--- src/rtl/bcd_pkg.sv ---
// Shared types and constants for the sequential binary-to-BCD converter.
package bcd_pkg;

  // Converter control states: wait for a word, shift it through, hold result.
  typedef enum logic [1:0] {
    IDLE  = 2'd0,
    SHIFT = 2'd1,
    DONE  = 2'd2
  } state_t;

  // Digits at or above this threshold get corrected before each shift.
  localparam logic [3:0] BCD_ADD3_TH = 4'd5;
  localparam logic [3:0] BCD_ADD3    = 4'd3;
  // Saturation digit used when the value does not fit the digit count.
  localparam logic [3:0] BCD_NINE    = 4'h9;

endpackage

--- src/rtl/bcd_add3.sv ---
// Single-digit shift-add-3 corrector: a digit of 5..9 gets +3 so that the
// following left shift carries correctly into the next decimal digit.
// Purely combinational, 4-bit wrap, no carry out to the neighbouring digit.
module bcd_add3
  import bcd_pkg::*;
(
  input  logic [3:0] d,
  output logic [3:0] q
);

  assign q = (d >= BCD_ADD3_TH) ? (d + BCD_ADD3) : d;

endmodule

--- src/rtl/bin_to_bcd_seq.sv ---
// Sequential binary-to-BCD converter (double dabble), one bit per clock.
// Handshake: a transfer happens on a rising clk edge where valid and ready
// are both 1; a producer holds valid (and its data) until it sees ready.
// Results that need more than DIGITS digits saturate to all 9s with ovf=1.
// Optional macro BCD_BLANK_EN adds the leading-zero blank output.
module bin_to_bcd_seq
  import bcd_pkg::*;
#(
  parameter int IN_W   = 8,
  parameter int DIGITS = 3
) (
  input  logic                  clk,
  input  logic                  rst_n,
  input  logic                  in_valid,
  output logic                  in_ready,
  input  logic [IN_W-1:0]       value,
  output logic                  out_valid,
  input  logic                  out_ready,
  output logic [4*DIGITS-1:0]   bcd,
  output logic                  ovf,
`ifdef BCD_BLANK_EN
  output logic [DIGITS-1:0]     blank,
`endif
  output state_t                dbg_state
);

  localparam int CNT_W = $clog2(IN_W + 1);
  localparam int BCD_W = 4 * DIGITS;

  state_t             state_q, state_d;
  logic [IN_W-1:0]    bin_q;
  logic [BCD_W-1:0]   dig_q;
  logic [CNT_W-1:0]   cnt_q;
  logic               ovf_acc_q;
  logic [BCD_W-1:0]   bcd_q;
  logic               ovf_q;

  logic [BCD_W-1:0]   dig_adj;
  logic [BCD_W-1:0]   dig_shift;
  logic [IN_W-1:0]    bin_shift;
  logic               ovf_next;
  logic               last_shift;
  logic [BCD_W-1:0]   bcd_final;

  // Per-digit +3 correction ahead of the shift.
  for (genvar k = 0; k < DIGITS; k++) begin : g_add3
    bcd_add3 u_add3 (
      .d (dig_q[4*k +: 4]),
      .q (dig_adj[4*k +: 4])
    );
  end

  // A 1 leaving the top digit means the value no longer fits; it is sticky.
  assign dig_shift  = {dig_adj[BCD_W-2:0], bin_q[IN_W-1]};
  assign bin_shift  = bin_q << 1;
  assign ovf_next   = ovf_acc_q | dig_adj[BCD_W-1];
  assign last_shift = (cnt_q == CNT_W'(IN_W - 1));
  assign bcd_final  = ovf_next ? {DIGITS{BCD_NINE}} : dig_shift;

  assign in_ready  = (state_q == IDLE);
  assign out_valid = (state_q == DONE);
  assign bcd       = bcd_q;
  assign ovf       = ovf_q;
  assign dbg_state = state_q;

  // FSM state register.
  always_ff @(posedge clk or negedge rst_n) begin
    if (!rst_n) state_q <= IDLE;
    else        state_q <= state_d;
  end

  // FSM next-state: accept, shift IN_W times, hold until consumed.
  always_comb begin
    state_d = state_q;
    case (state_q)
      IDLE:    if (in_valid)   state_d = SHIFT;
      SHIFT:   if (last_shift) state_d = DONE;
      DONE:    if (out_ready)  state_d = IDLE;
      default:                 state_d = IDLE;
    endcase
  end

  // Datapath: load on accept, shift during SHIFT, capture result on last shift.
  always_ff @(posedge clk or negedge rst_n) begin
    if (!rst_n) begin
      bin_q     <= '0;
      dig_q     <= '0;
      cnt_q     <= '0;
      ovf_acc_q <= 1'b0;
      bcd_q     <= '0;
      ovf_q     <= 1'b0;
    end else begin
      case (state_q)
        IDLE: begin
          if (in_valid) begin
            bin_q     <= value;
            dig_q     <= '0;
            cnt_q     <= '0;
            ovf_acc_q <= 1'b0;
          end
        end
        SHIFT: begin
          bin_q     <= bin_shift;
          dig_q     <= dig_shift;
          cnt_q     <= cnt_q + CNT_W'(1);
          ovf_acc_q <= ovf_next;
          if (last_shift) begin
            bcd_q <= bcd_final;
            ovf_q <= ovf_next;
          end
        end
        default: ;
      endcase
    end
  end

`ifdef BCD_BLANK_EN
  logic [DIGITS-1:0] blank_q;
  logic [DIGITS-1:0] blank_d;
  logic              zero_above;

  // Leading-zero mask: a digit blanks when it and every digit above are 0.
  // The ones digit never blanks, and a saturated result shows all digits.
  always_comb begin
    blank_d    = '0;
    zero_above = 1'b1;
    for (int k = DIGITS - 1; k > 0; k--) begin
      zero_above = zero_above & (bcd_final[4*k +: 4] == 4'd0);
      blank_d[k] = zero_above & ~ovf_next;
    end
  end

  // Blank mask is registered alongside bcd so they change together.
  always_ff @(posedge clk or negedge rst_n) begin
    if (!rst_n)                          blank_q <= '0;
    else if (state_q == SHIFT && last_shift) blank_q <= blank_d;
  end

  assign blank = blank_q;
`endif

endmodule

--- config.mk ---
export PLATFORM = sky130hd
export DESIGN_NAME = bin_to_bcd_seq
export DESIGN_NICKNAME = d
export VERILOG_FILES = /design/src/rtl/bcd_pkg.sv /design/src/rtl/bcd_add3.sv /design/src/rtl/bin_to_bcd_seq.sv
export SDC_FILE = /design/constraint.sdc
export NUM_CORES = 1
export LEC_CHECK = 0
export CORE_ASPECT_RATIO = 0.6
export CORE_MARGIN = 2
export CORE_UTILIZATION = 40
export CTS_BUF_LIST = sky130_fd_sc_hd__clkbuf_2 sky130_fd_sc_hd__clkbuf_4 sky130_fd_sc_hd__clkbuf_8
export DETAILED_ROUTE_END_ITERATION = 8
export MAX_ROUTING_LAYER = met4
export PLACE_DENSITY_LB_ADDON = 0.3
export SLEW_MARGIN = 20
export SYNTH_ARGS = -nofsm -noshare
export SYNTH_HDL_FRONTEND = slang
export SYNTH_SLANG_ARGS = --single-unit
--- constraint.sdc ---
create_clock -name clk -period 3.6 [get_ports clk]
set_input_delay 0.72 -clock clk [delete_from_list [all_inputs] [get_ports clk]]
set_output_delay 0.72 -clock clk [all_outputs]
set_load 0.02 [all_outputs]
* Word level (Yosys, flattened, before mapping)
Cells that the tools add are included.
** Storage, ports and cells
- Register bits after elaboration :: 40
- Output and inout bits :: 17
- Word-level logic and storage cells :: 42
** Operators by class
- Add/sub/neg operators :: 4
- $lt $le $gt $ge :: 3
- Eq/ne operators :: 6
- Multiplexer cells :: 16
- Bitwise gates (word level) :: 1
- Reductions and logical operators :: 5
** Operators with widths (count)
- $mux W12 :: 2
- $pmux W12 S2 :: 1
- $mux W4 :: 4
- $pmux W8 S2 :: 1
- $add A4 B2 Y4 const B :: 3
- $ge A4 B3 Y1 const B :: 3
- $mux W8 :: 1
- $pmux W4 S2 :: 1
- $mux W2 :: 3
- $pmux W2 S3 :: 1
- $add A4 B1 Y4 const B :: 1
- $eq A4 B3 Y1 const B :: 1
- $ne A2 B2 Y1 const B :: 2
- $reduce_and A2 Y1 :: 2
- $reduce_and A3 Y1 :: 1
- $eq A2 B1 Y1 const B :: 1
- $eq A2 B2 Y1 const B :: 1
- $logic_not A2 Y1 :: 1
- $ne A2 B1 Y1 const B :: 1
- $pmux W1 S2 :: 1
- $reduce_bool A2 Y1 :: 1
- $mux W1 :: 1
- $or A1 B1 Y1 :: 1

* Longest topological paths before layout
Gate-level depths: netlist of the first run.
- Word-level depth :: 4
- Gate-level depth with buffers :: 6
- Mapped depth without buffers :: 6

* Modules after synthesis
A second synthesis of the first run with hierarchy kept.
** Second synthesis, totals
- Cells, all modules :: 195
- Area total of the unflattened synthesis :: 2025.7 sq um
** By module, submodules not included
- bin_to_bcd_seq :: instances 1, cells an instance 147, area each 1721.7 sq um, seq. area each 1001.0 sq um
- bcd_add3 :: instances 3, cells an instance 16, area each 101.3 sq um, seq. area each 0.0 sq um

* Least setup slack after synthesis of the first run
Ideal clock, no wire load.
- Path type :: register to output
- Start :: register state_q[0] (netlist: dbg_state[0])
- End :: output port in_ready
- Data arrival time :: 1.117 ns
- Required time :: 2.880 ns
- Slack :: 1.763 ns
- Stages on the path, launching flop included :: 4
- Path buffers :: 2
- Cells stage by stage :: dfrtp_1 -> buf_2 -> buf_2 -> nor2_1
** Between the ends
- Cells in the longest elaborated chain, start to end :: 1
** Ends and longest elaborated chain
- start, declared :: line bin_to_bcd_seq.sv:30 : state_t state_q, state_d;
- start signal, assigned :: line bin_to_bcd_seq.sv:69 : else state_q <= state_d;
- $logic_not A2 Y1 :: line bin_to_bcd_seq.sv:60 : assign in_ready = (state_q == IDLE);
- end, declared :: line bin_to_bcd_seq.sv:15 : output logic in_ready,
No other way between the ends.

* Final worst setup path of the first run
- Start :: register state_q[0] (netlist: dbg_state[0])
- End :: output port out_valid
** Between the ends
- Cells in the longest elaborated chain, start to end :: 1
** Ends and longest elaborated chain
- $eq A2 B2 Y1 :: line bin_to_bcd_seq.sv:61 : assign out_valid = (state_q == DONE);
- end, declared :: line bin_to_bcd_seq.sv:17 : output logic out_valid,
No other way between the ends.

==> results of run 1 <==
stage by stage:
| stage | utilization, % | instance area, sq um | hold slack [ns] | setup WS, ns |
|---|---|---|---|---|
| 6_report | 50.90 | 2360 | 0.4865 | 1.042 |
| 5_1_grt | 50.90 | 2360 | 0.5049 | 0.9374 |
| 4_1_cts | 50.90 | 2360 | 0.4890 | 1.030 |
| 3_5_place_dp | 48.80 | 2262 | 0.4699 | 1.356 |
| 3_3_place_gp | 48.80 | 2262 | 0.4605 | 1.365 |
| 2_1_floorplan | - | 1951 | 0.4244 | 1.763 |
cell type report:
type	instances	area share, %
clock buffer	8	4.136
inverter	8	1.273
multi-input combinational	142	36.85
sequential	40	42.42
tap	63	3.340
timing repair buffer	29	11.98
cells by family (layout without fill, tap and decap cells):
logic type / Yosys count / in the layout
multiplexers: 3 / 3
flip-flops: 40 / 40
AND/OR/NAND/NOR: 63 / 63
XOR/XNOR: 3 / 3
AO/OA/AOI/OAI: 66 / 66
adder cells (fa/ha/maj): 7 / 7
buffers and inverters: 16 / 45
worst max-delay path, delay by kind of cell (launching register included):
family                 cells  cell delay (ns)
buffers and inverters      2             0.66
flip-flops                 1             0.62
AND/OR/NAND/NOR            1             0.27
how the worst max path moves through the flow:
stage,startpoint,to,depth (start not counted)
detailed placement,dbg_state[0],out_valid,3
global route,dbg_state[0],out_valid,3
CTS,dbg_state[0],out_valid,3
global placement,dbg_state[0],out_valid,3
floorplan,dbg_state[0],in_ready,3
finish,dbg_state[0],out_valid,3
state kept, by name, indices dropped and copies added, names as in the netlist:
name	cells
bin_q	8
ovf_acc_q	1
bcd	12
dbg_state	2
dig_q	12
cnt_q	4
ovf	1
layer usage:
layer	up-vias	share of wire (%)
li1	754	-
met1	696	50
met2	28	43
met3	6	5.2
met4	0	1.5
met5	-	0
power breakdown:
part           internal, mW  leakage (nW)  switching [mW]
clock                 0.171        0.0523           0.153
sequential            0.636         0.500           0.169
combinational         0.410         0.427           0.504
total                  1.22         0.980           0.826
cells in the final DEF (no fill, tap or decap), types with 2 or more instances in the layout:
cell type | Yosys | routed
inv_1 | 7 | 7
o31ai_2 | 3 | 3
mux2_2 | 3 | 3
nand2_1 | 29 | 29
nor3b_1 | 13 | 13
clkbuf_8 | 0 | 6
o31ai_1 | 4 | 4
xnor2_1 | 3 | 3
o21ai_0 | 26 | 26
a31oi_1 | 5 | 5
ha_1 | 7 | 7
clkbuf_4 | 0 | 2
dfrtp_1 | 40 | 40
clkdlybuf4s50_1 | 0 | 27
a22o_1 | 3 | 3
nor2_1 | 10 | 10
nand2b_1 | 5 | 5
a21oi_1 | 19 | 19
==> summary.md, run 1 <==
| Metric | Value |
|---|---|
| Status | complete, no violations |
| Top_reg_cell synth | dfrtp_1 |
| Max H-tree Level | 2 |
| CP max stage cell | dfrtp_1 |
| Skew final | approximately 0.0035 ns |
| Critical Path Start Type | flop |
| First-pass GRT wire length | between 6000 and 7000 um |
| Worst Path Max Fanout | 23 |
| Post-Syn Nets | 217 |
| Post-synthesis xor/xnor area fraction | 1.347% |
| Synth Register Bits | 40 |
| Crit path largest cell delay | 0.62 ns |
| Sequential-to-total area share from yosys stat | 51.31% |
| Final setup TNS | 0 ns |
| FF-to-FF Start | dig_q[8] |
| Total CTS buffers | 5 |
| Multi-input gate area | just under 900 sq um |
| Clock root cell | clkbuf_8 |
| Largest family of logic cells by synthesized area | compound AO/OA/AOI/OAI gates |
| Met2 Resource Use GR | a little under a quarter |
| Busiest layer in global routing | met2 |
| Maximum vdd drop | between 0.3 and 0.4 mV |
| Layout area overhead | 20.97% |
| Mean Syn Cell Area | about 9.9 sq um |
| Clock slew at reported path FFs | about 0.070 ns |
| DRC viols | 0 |
| Req. time, crit path | roughly 2.9 ns |
| Num rows | 19 |
| Critical path capture point type | output port |
| Antenna-violating nets left | 0 |
| Max Slew Vio Count | 0 |
| Via Count | ~1,500 |
| GRT Overall Usage | 16.36% |
| EDFF count, synth | 0 |
| Clk Latency, worst-skew pair | approximately 0.29 ns |
| Simple-gate share of the synthesized area | 16.61% |
| Yosys warning count | 0 |
| Total Power | a little over 2 mW |
| Synth area leader | dfrtp_1 |
| Fill count | between 400 and 500 |
| Routing usage on met3 | around 4.7% |
| Ports | 29 |
| Gpl congestion | 0.7805 |
| Clock Tree Buf Depth | 2 |
| Hold_buf cts | 0 |
| Crit path time final | about 2.6 ns |
| Ant diodes | 0 |
| Path depth of the worst reg2reg path | 6 |
| Initial DRT Pass Iterations | 4 |
| Synth unique cells | 31 |
| Post-detail-place hpwl | 2635 um |
| Lkg Pwr | between 0.9 and 1 nW |
| Initial cell density of the core | a little over two fifths |
| Drt total wl | 3935 um |
| CTS resizes | 0 |
| Fmax | around 390 MHz |
| Synth top area share | 51.31% |
| Chip height | 58.09 um |
| FF-to-FF setup slack | approximately 1.7 ns |
| Final instance count without filler cells | 290 |
| Largest net degree at the start of global routing | 41 |
| Post-Syn Instances | around 200 |
| Placed Cells | roughly 280 |
| Grt ovf | 0 |
| Hold_sp | ovf |
| Slew Limit Headroom | 41.67% |
| Max-Cap Viols | 0 |
| Netlist Area Pre-Place | 1951 sq um |
| Vias in the first global route | around 1,400 |
| Final setup fails | 0 |
| Post-synthesis adder-cell area fraction | under 10% |
| Period utilization | 71.06% |
| CTS tree | done |
| Async set-reset flop share out of synthesis | between 90% and 100% |
| Final hold violation count | 0 |
| CP Cell Sequence | nand2b_1, inv_1, clkdlybuf4s50_1 |
| Die W | 94.16 um |
| CTS sink count | 40 |
| Reg-to-reg endpoint | bcd[9] |
| Synth area leaders | dfrtp_1 51%, o21ai_0 6.7%, nand2_1 5.6% |
| Worst-margin pin slew | roughly 0.9 ns |
| Arrival time worst endpoint | about 1.8 ns |
| Initial DRC Count | 60 |
| Core area | 4636 sq um |
| WL/cell | between 10 and 15 um |
| FF/Latch Area | between 1000 and 1500 sq um |
| Count leader, synth | dfrtp_1 |
| Share of post-route cells with drive strength above 1 | a little under 10% |
| Synth Area in Compound Gates | 20.40% |
| Initial antenna violation count | 0 |
| Setup Fix Bufs, Post-CTS | 0 |
| Met1 Use GR | 21.68% |
| Worst Path Class, Setup | flop to output port |
| Vias/cell | 5.117 |
| Worst hold path type | flop to flop |
| PD cells | 866.0 nW/um^2 |
| Hold path cells | 2 |
| Number of port buffers | 28 |
| Multiplexer area fraction after synthesis | under 10% |
| RSZ-0062 raised after global routing | no |
| Worst Hold Path EP | ovf |
| NumNets Final | 245 |
| Die area | around 5500 sq um |
| Top post-synthesis cells by count | 40 x dfrtp_1, 29 x nand2_1, 26 x o21ai_0, 19 x a21oi_1, 13 x nor3b_1 |
No activity file was read; power rests on OpenSTA's default activity.
==> run 2, diff against run 1 <==
- clock period: 3.6 -> 2.2 ns (I/O delays scaled with it)
==> run 2 against run 1 <==
Global-route usage increased by 0.59 points. Final area up 0.64%. Clock power increased by 48%. Largest power group unchanged. Die area unchanged. Flip-flop and latch count did not move. Non-clock buffer count rose by 4. Largest cell class unchanged. Total power is 63% higher. Clock-buffer cell count down 2. Via count up 1.2%.
==> summary.md, run 2 (same netlist as run 1, synthesis figures left out) <==
| Metric | Value |
|---|---|
| Placed Cells | between 200 and 300 |
| Fill count | around 440 |
| Clk pwr share | 14.4% |
| Initial cell density of the core | between 40% and 50% |
| Chip height | between 50 and 60 um |
| Final hold violation count | 0 |
| Worst-margin pin slew | 0.5126 ns |
| Initial DRC Count | 86 |
| Hold slack | 0.1962 ns |
| Path depth of the worst reg2reg path | 7 |
| Maximum vdd drop | ~0.47 mV |
| Max H-tree Level | 2 |
| Setup Fix Bufs, Post-CTS | 0 |
| Final setup TNS | 0 ns |
| Largest net degree at the start of global routing | 41 |
| Clock slew at reported path FFs | ~0.080 ns |
| Sequential power share | between 30 and 40% |
| Final setup fails | 0 |
| Grt ovf | 0 |
| Critical path capture point type | output port |
| CP max stage cell | clkdlybuf4s50_1 |
| Switch share | between 40% and 50% |
| Worst Path Max Fanout | 15 |
| Drt total wl | 4060 um |
| Post-detail-place hpwl | 2819 um |
| Share of post-route cells with drive strength above 1 | 11.30% |
| Critical path's top delay family | buffers and inverters |
| First-pass GRT wire length | 6713 um |
| Worst hold path type | input port to async pin |
| Initial antenna violation count | 0 |
| Vias in the first global route | 1,411 |
| Req. time, crit path | between 1.5 and 2 ns |
| Final instance count without filler cells | about 300 |
| Most frequent cells in the layout | 39 x dfrtp_1, 29 x nand2_1, 27 x clkdlybuf4s50_1 |
| Post-DP Area | 2292 sq um |
| Skew final | approximately 0.0034 ns |
| GRT Overall Usage | between 15 and 20% |
| Total Power | 3.328 mW |
| Clk Latency, worst-skew pair | between 0.2 and 0.3 ns |
| Worst Path Class, Setup | flop to output port |
| WP depth | 3 |
| NumNets Final | around 250 |
| Die W | between 90 and 100 um |
| Commonest non-fill, non-tap cell in the layout | dfrtp_1 |
| Ports | 29 |
| Antenna-violating nets left | 0 |
| FF-to-FF Start | dig_q[8] |
| Switching power | ~1.4 mW |
| Num rows | 19 |
| Die area | roughly 5500 sq um |
| Layout area overhead | 21.74% |
| CTS sink count | 40 |
| CTS tree | done |
| Final instance area | ~2400 sq um |
| Combinational power share | 46.6% |
| Number of port buffers | 28 |
| FF/Latch Area | between 1000 and 1500 sq um |
| Ant diodes | 0 |
| Crit path largest cell delay | a little under 0.6 ns |
| Clock Tree Buf Depth | 2 |
| Via Count | approximately 1,500 |
| Buffers and inverters on the worst path | 2 |
| Crit path time final | between 2 and 2.5 ns |
| Clock root cell | clkbuf_8 |
| Core area | roughly 4600 sq um |
| Initial DRT Pass Iterations | 4 |
| Arrival time worst endpoint | around 1.6 ns |
| Hold_buf cts | 0 |
| Slew Limit Headroom | 65.83% |
| Max Slew Vio Count | 0 |
| PD cells | ~1400 nW/um^2 |
| Lkg Pwr | roughly 0.99 nW |
| Fmax | 481.7 MHz |
| Gpl congestion | roughly 0.77 |
| WL/cell | around 14 um |
| Status | complete, no violations |
| RSZ-0062 raised after global routing | no |
| Pint | 1.966 mW |
| Critical Path Start Type | flop |
| DRC viols | 0 |
| Vias/cell | between 5 and 6 |
| Period utilization | 94.35% |
| Max-Cap Viols | 0 |
| CP Launch Point | dbg_state[0] |
| Total CTS buffers | 5 |
| Multi-input gate area | between 800 and 900 sq um |
| CP Cell Sequence | nand2b_1, inv_1, clkdlybuf4s50_1 |
-- run 2: changes by cell type in the layout (fill, tap and decap cells not counted), sizes merged --
cell    delta
clkinv     +1
clkbuf     -2
buf        +4
-- run 2: what timing repair did --
item,CTS,global route
setup endpoints to repair,0,1
resized for setup,0,1
hold endpoints to repair,0,0
-- run 2: final timing paths --
kind,slack (ns),endpoint
worst min register to register,0.48,bcd[5]
worst min-delay path,0.20,ovf
worst max-delay path,0.12,out_valid
max in group asynchronous,1.63,dbg_state[0]
worst max register to register,0.44,bcd[5]
min in group clk,0.48,bcd[5]
-- run 2: worst reg2reg max path: cells and delay by family, from the launching register on --
family,cells,cell delay (ns)
flip-flops,1,0.43
AND/OR/NAND/NOR,2,0.20
adder cells (fa/ha/maj),1,0.24
AO/OA/AOI/OAI,2,0.45
buffers and inverters,2,0.32
-- run 2: metrics by stage --
step,setup slack (ns),util (%)
floorplan,0.6262,-
global placement,0.3874,49.45
detailed placement,0.3589,49.45
CTS,0.02650,51.20
global route,0.05095,51.23
finish,0.1242,51.23
-- run 2: layer usage --
| metal | global-route usage (%) | wire length [um] | vias to the layer above |
|---|---|---|---|
| met5 | - | 0 | - |
| met4 | 6.832 | 51 | 0 |
| met3 | 5.202 | 192 | 5 |
| met2 | 23.78 | 1741 | 27 |
| met1 | 22.94 | 2075 | 713 |
| li1 | - | - | 757 |
-- run 2: final cells by class --
class                      count  area share (%)
sequential                    40           42.20
multi-input combinational    142           36.62
timing repair buffer          33           13.17
tap                           63           3.319
clock buffer                   6           3.214
inverter                       8           1.264
clock inverter                 1          0.2107
-- run 2: power groups by stage --
stage / Combinational [mW] / Clock, mW / Sequential [mW]
3_5_place_dp: 1.56 / 0 / 1.31
5_1_grt: 1.72 / 0.528 / 1.35
3_3_place_gp: 1.53 / 0 / 1.30
4_1_cts: 1.56 / 0.496 / 1.30
2_1_floorplan: 0.950 / 0 / 1.38
6_report: 1.55 / 0.480 / 1.30
==> run 3, diff against run 2 <==
- CORE_UTILIZATION: 40 -> 50
- SKIP_LAST_GASP: not set -> 1
==> run 3 against run 2 <==
Non-clock buffer count rose by 1. Sequential share of layout area barely moved. Wire length fell by 3.2%. Final cell count fell by 4.8%. Global-route usage rose by 2.8 points. Hold slack got worse by 0.17 ns. Largest cell class unchanged. Clock power rose by 4.2%. Highest routed layer unchanged. Total power rose by 0.71%.
==> summary.md, run 3 (same netlist as run 1, synthesis figures left out) <==
| Metric | Value |
|---|---|
| Worst setup margin | about 0.18 ns |
| Worst Path Max Fanout | 18 |
| Initial DRC Count | slightly above 90 |
| Num rows | 17 |
| Ports | 29 |
| Final hold violation count | 0 |
| Switch share | between 40% and 50% |
| GRT Overall Usage | 19.78% |
| Reg-to-reg endpoint | bcd[10] |
| Critical path's top delay family | buffers and inverters |
| Clock slew at reported path FFs | around 0.07 ns |
| Hold_buf cts | 0 |
| Final setup fails | 0 |
| Place WS | 0.4463 ns |
| Worst-margin pin slew | roughly 0.54 ns |
| CP max stage cell | clkdlybuf4s50_1 |
| Share of post-route cells with drive strength above 1 | a little under an eighth |
| Final instance area | between 2000 and 2500 sq um |
| Core area | roughly 3700 sq um |
| CTS tree | done |
| Critical path capture point type | output port |
| Clock Tree Buf Depth | 2 |
| Combinational power share | approximately 47% |
| Period utilization | about nine tenths |
| Vias/cell | between 5 and 6 |
| Die W | 84.64 um |
| Clock root cell | clkbuf_8 |
| Commonest non-fill, non-tap cell in the layout | dfrtp_1 |
| DRC viols | 0 |
| Vias in the first global route | approximately 1,400 |
| Total Power | approximately 3.4 mW |
| Initial antenna violation count | 0 |
| Pint | around 2 mW |
| Path depth of the worst reg2reg path | 6 |
| Post-DP Area | between 2000 and 2500 sq um |
| Sequential power share | 38.4% |
| CTS resizes | 0 |
| Skew final | between 0.007 and 0.008 ns |
| Max-Cap Viols | 0 |
| PD cells | ~1400 nW/um^2 |
| NumNets Final | 250 |
| Initial DRT Pass Iterations | 4 |
| Ant diodes | 0 |
| Largest net degree at the start of global routing | 25 |
| Maximum vdd drop | about 0.74 mV |
| Drt total wl | 3930 um |
| Via Count | between 1,500 and 2,000 |
| Max H-tree Level | 2 |
| Req. time, crit path | between 1.5 and 2 ns |
| Layout area overhead | 21.62% |
| Final setup TNS | 0 ns |
| Most frequent cells in the layout | 40 x dfrtp_1, 29 x nand2_1, 27 x clkdlybuf4s50_1 |
| Max Slew Vio Count | 0 |
| Clk Latency, worst-skew pair | just under 0.3 ns |
| Crit path time final | roughly 2 ns |
| Initial cell density of the core | roughly 53% |
| Chip height | around 52 um |
| Arrival time worst endpoint | approximately 1.6 ns |
| CTS sink count | 40 |
| Gpl congestion | approximately 0.81 |
| FF-to-FF setup slack | 0.46 ns |
| WL/cell | 14.09 um |
| Antenna-violating nets left | 0 |
| Die area | approximately 4400 sq um |
| Lkg Pwr | around 1.0 nW |
| Total CTS buffers | 5 |
| Buffers and inverters on the worst path | 2 |
| RSZ-0062 raised after global routing | no |
| Switching power | 1.363 mW |
| Crit path largest cell delay | about 0.63 ns |
| Post-detail-place hpwl | 2835 um |
| Setup Fix Bufs, Post-CTS | 0 |
| FF-to-FF Start | dig_q[9] |
| Fmax | approximately 500 MHz |
| Final Util | approximately 64% |
| Critical Path Start Type | flop |
| Grt ovf | 0 |
| Status | complete, no violations |
| Worst hold path type | input port to async pin |
| Number of port buffers | 28 |
| CP Cell Sequence | buf_4, clkdlybuf4s50_1 |
| Clk pwr share | between 10 and 15% |
| First-pass GRT wire length | roughly 6500 um |
| Slew Limit Headroom | approximately 64% |
| Worst Path Class, Setup | flop to output port |
run 3: cell count changes in the layout (fill, tap and decap cells not counted), sizes merged:
cell / before / now
buf: 6 / 7
clkinv: 2 / 3
run 3: area by class of cell:
cell class / count / area (sq um)
timing repair buffer: 34 / 320.3
sequential: 40 / 1001
tap: 47 / 58.81
clock buffer: 6 / 82.58
clock inverter: 2 / 10.01
multi-input combinational: 142 / 869.6
inverter: 8 / 30.03
fill: 309 / 1329
run 3: per-layer routing:
| metal | vias to the layer above | GRT usage [%] | part of all wire [%] |
|---|---|---|---|
| met3 | 4 | 4.724 | 5.6 |
| met1 | 724 | 27.68 | 50 |
| li1 | 760 | - | - |
| met5 | - | - | 0 |
| met4 | 0 | 4.762 | 0.64 |
| met2 | 33 | 29.53 | 43 |
run 3: power by group through the flow:
stage               Sequential (mW)  Combinational, mW  Clock, mW
detailed placement             1.29               1.58          0
finish                         1.29               1.57      0.500
CTS                            1.29               1.58      0.503
global placement               1.29               1.52          0
global route                   1.33               1.75      0.533
floorplan                      1.38              0.950          0
run 3: worst max-delay path by stage:
stage / start / to / cells past startpoint
after floorplan: dig_q[9] / bcd[10] / 6
after CTS: dbg_state[0] / dbg_state[0] / 2
after detailed placement: in_valid / bin_q[6] / 5
after global routing: dbg_state[0] / dbg_state[0] / 2
after global placement: in_valid / bin_q[6] / 5
final: dbg_state[0] / dbg_state[0] / 2
run 3: metrics by stage:
stage	hold WS [ns]	cells
floorplan	0.1444	198
global placement	0.3416	271
detailed placement	0.3451	271
CTS	0.03686	279
global route	0.04628	279
finish	0.03025	279
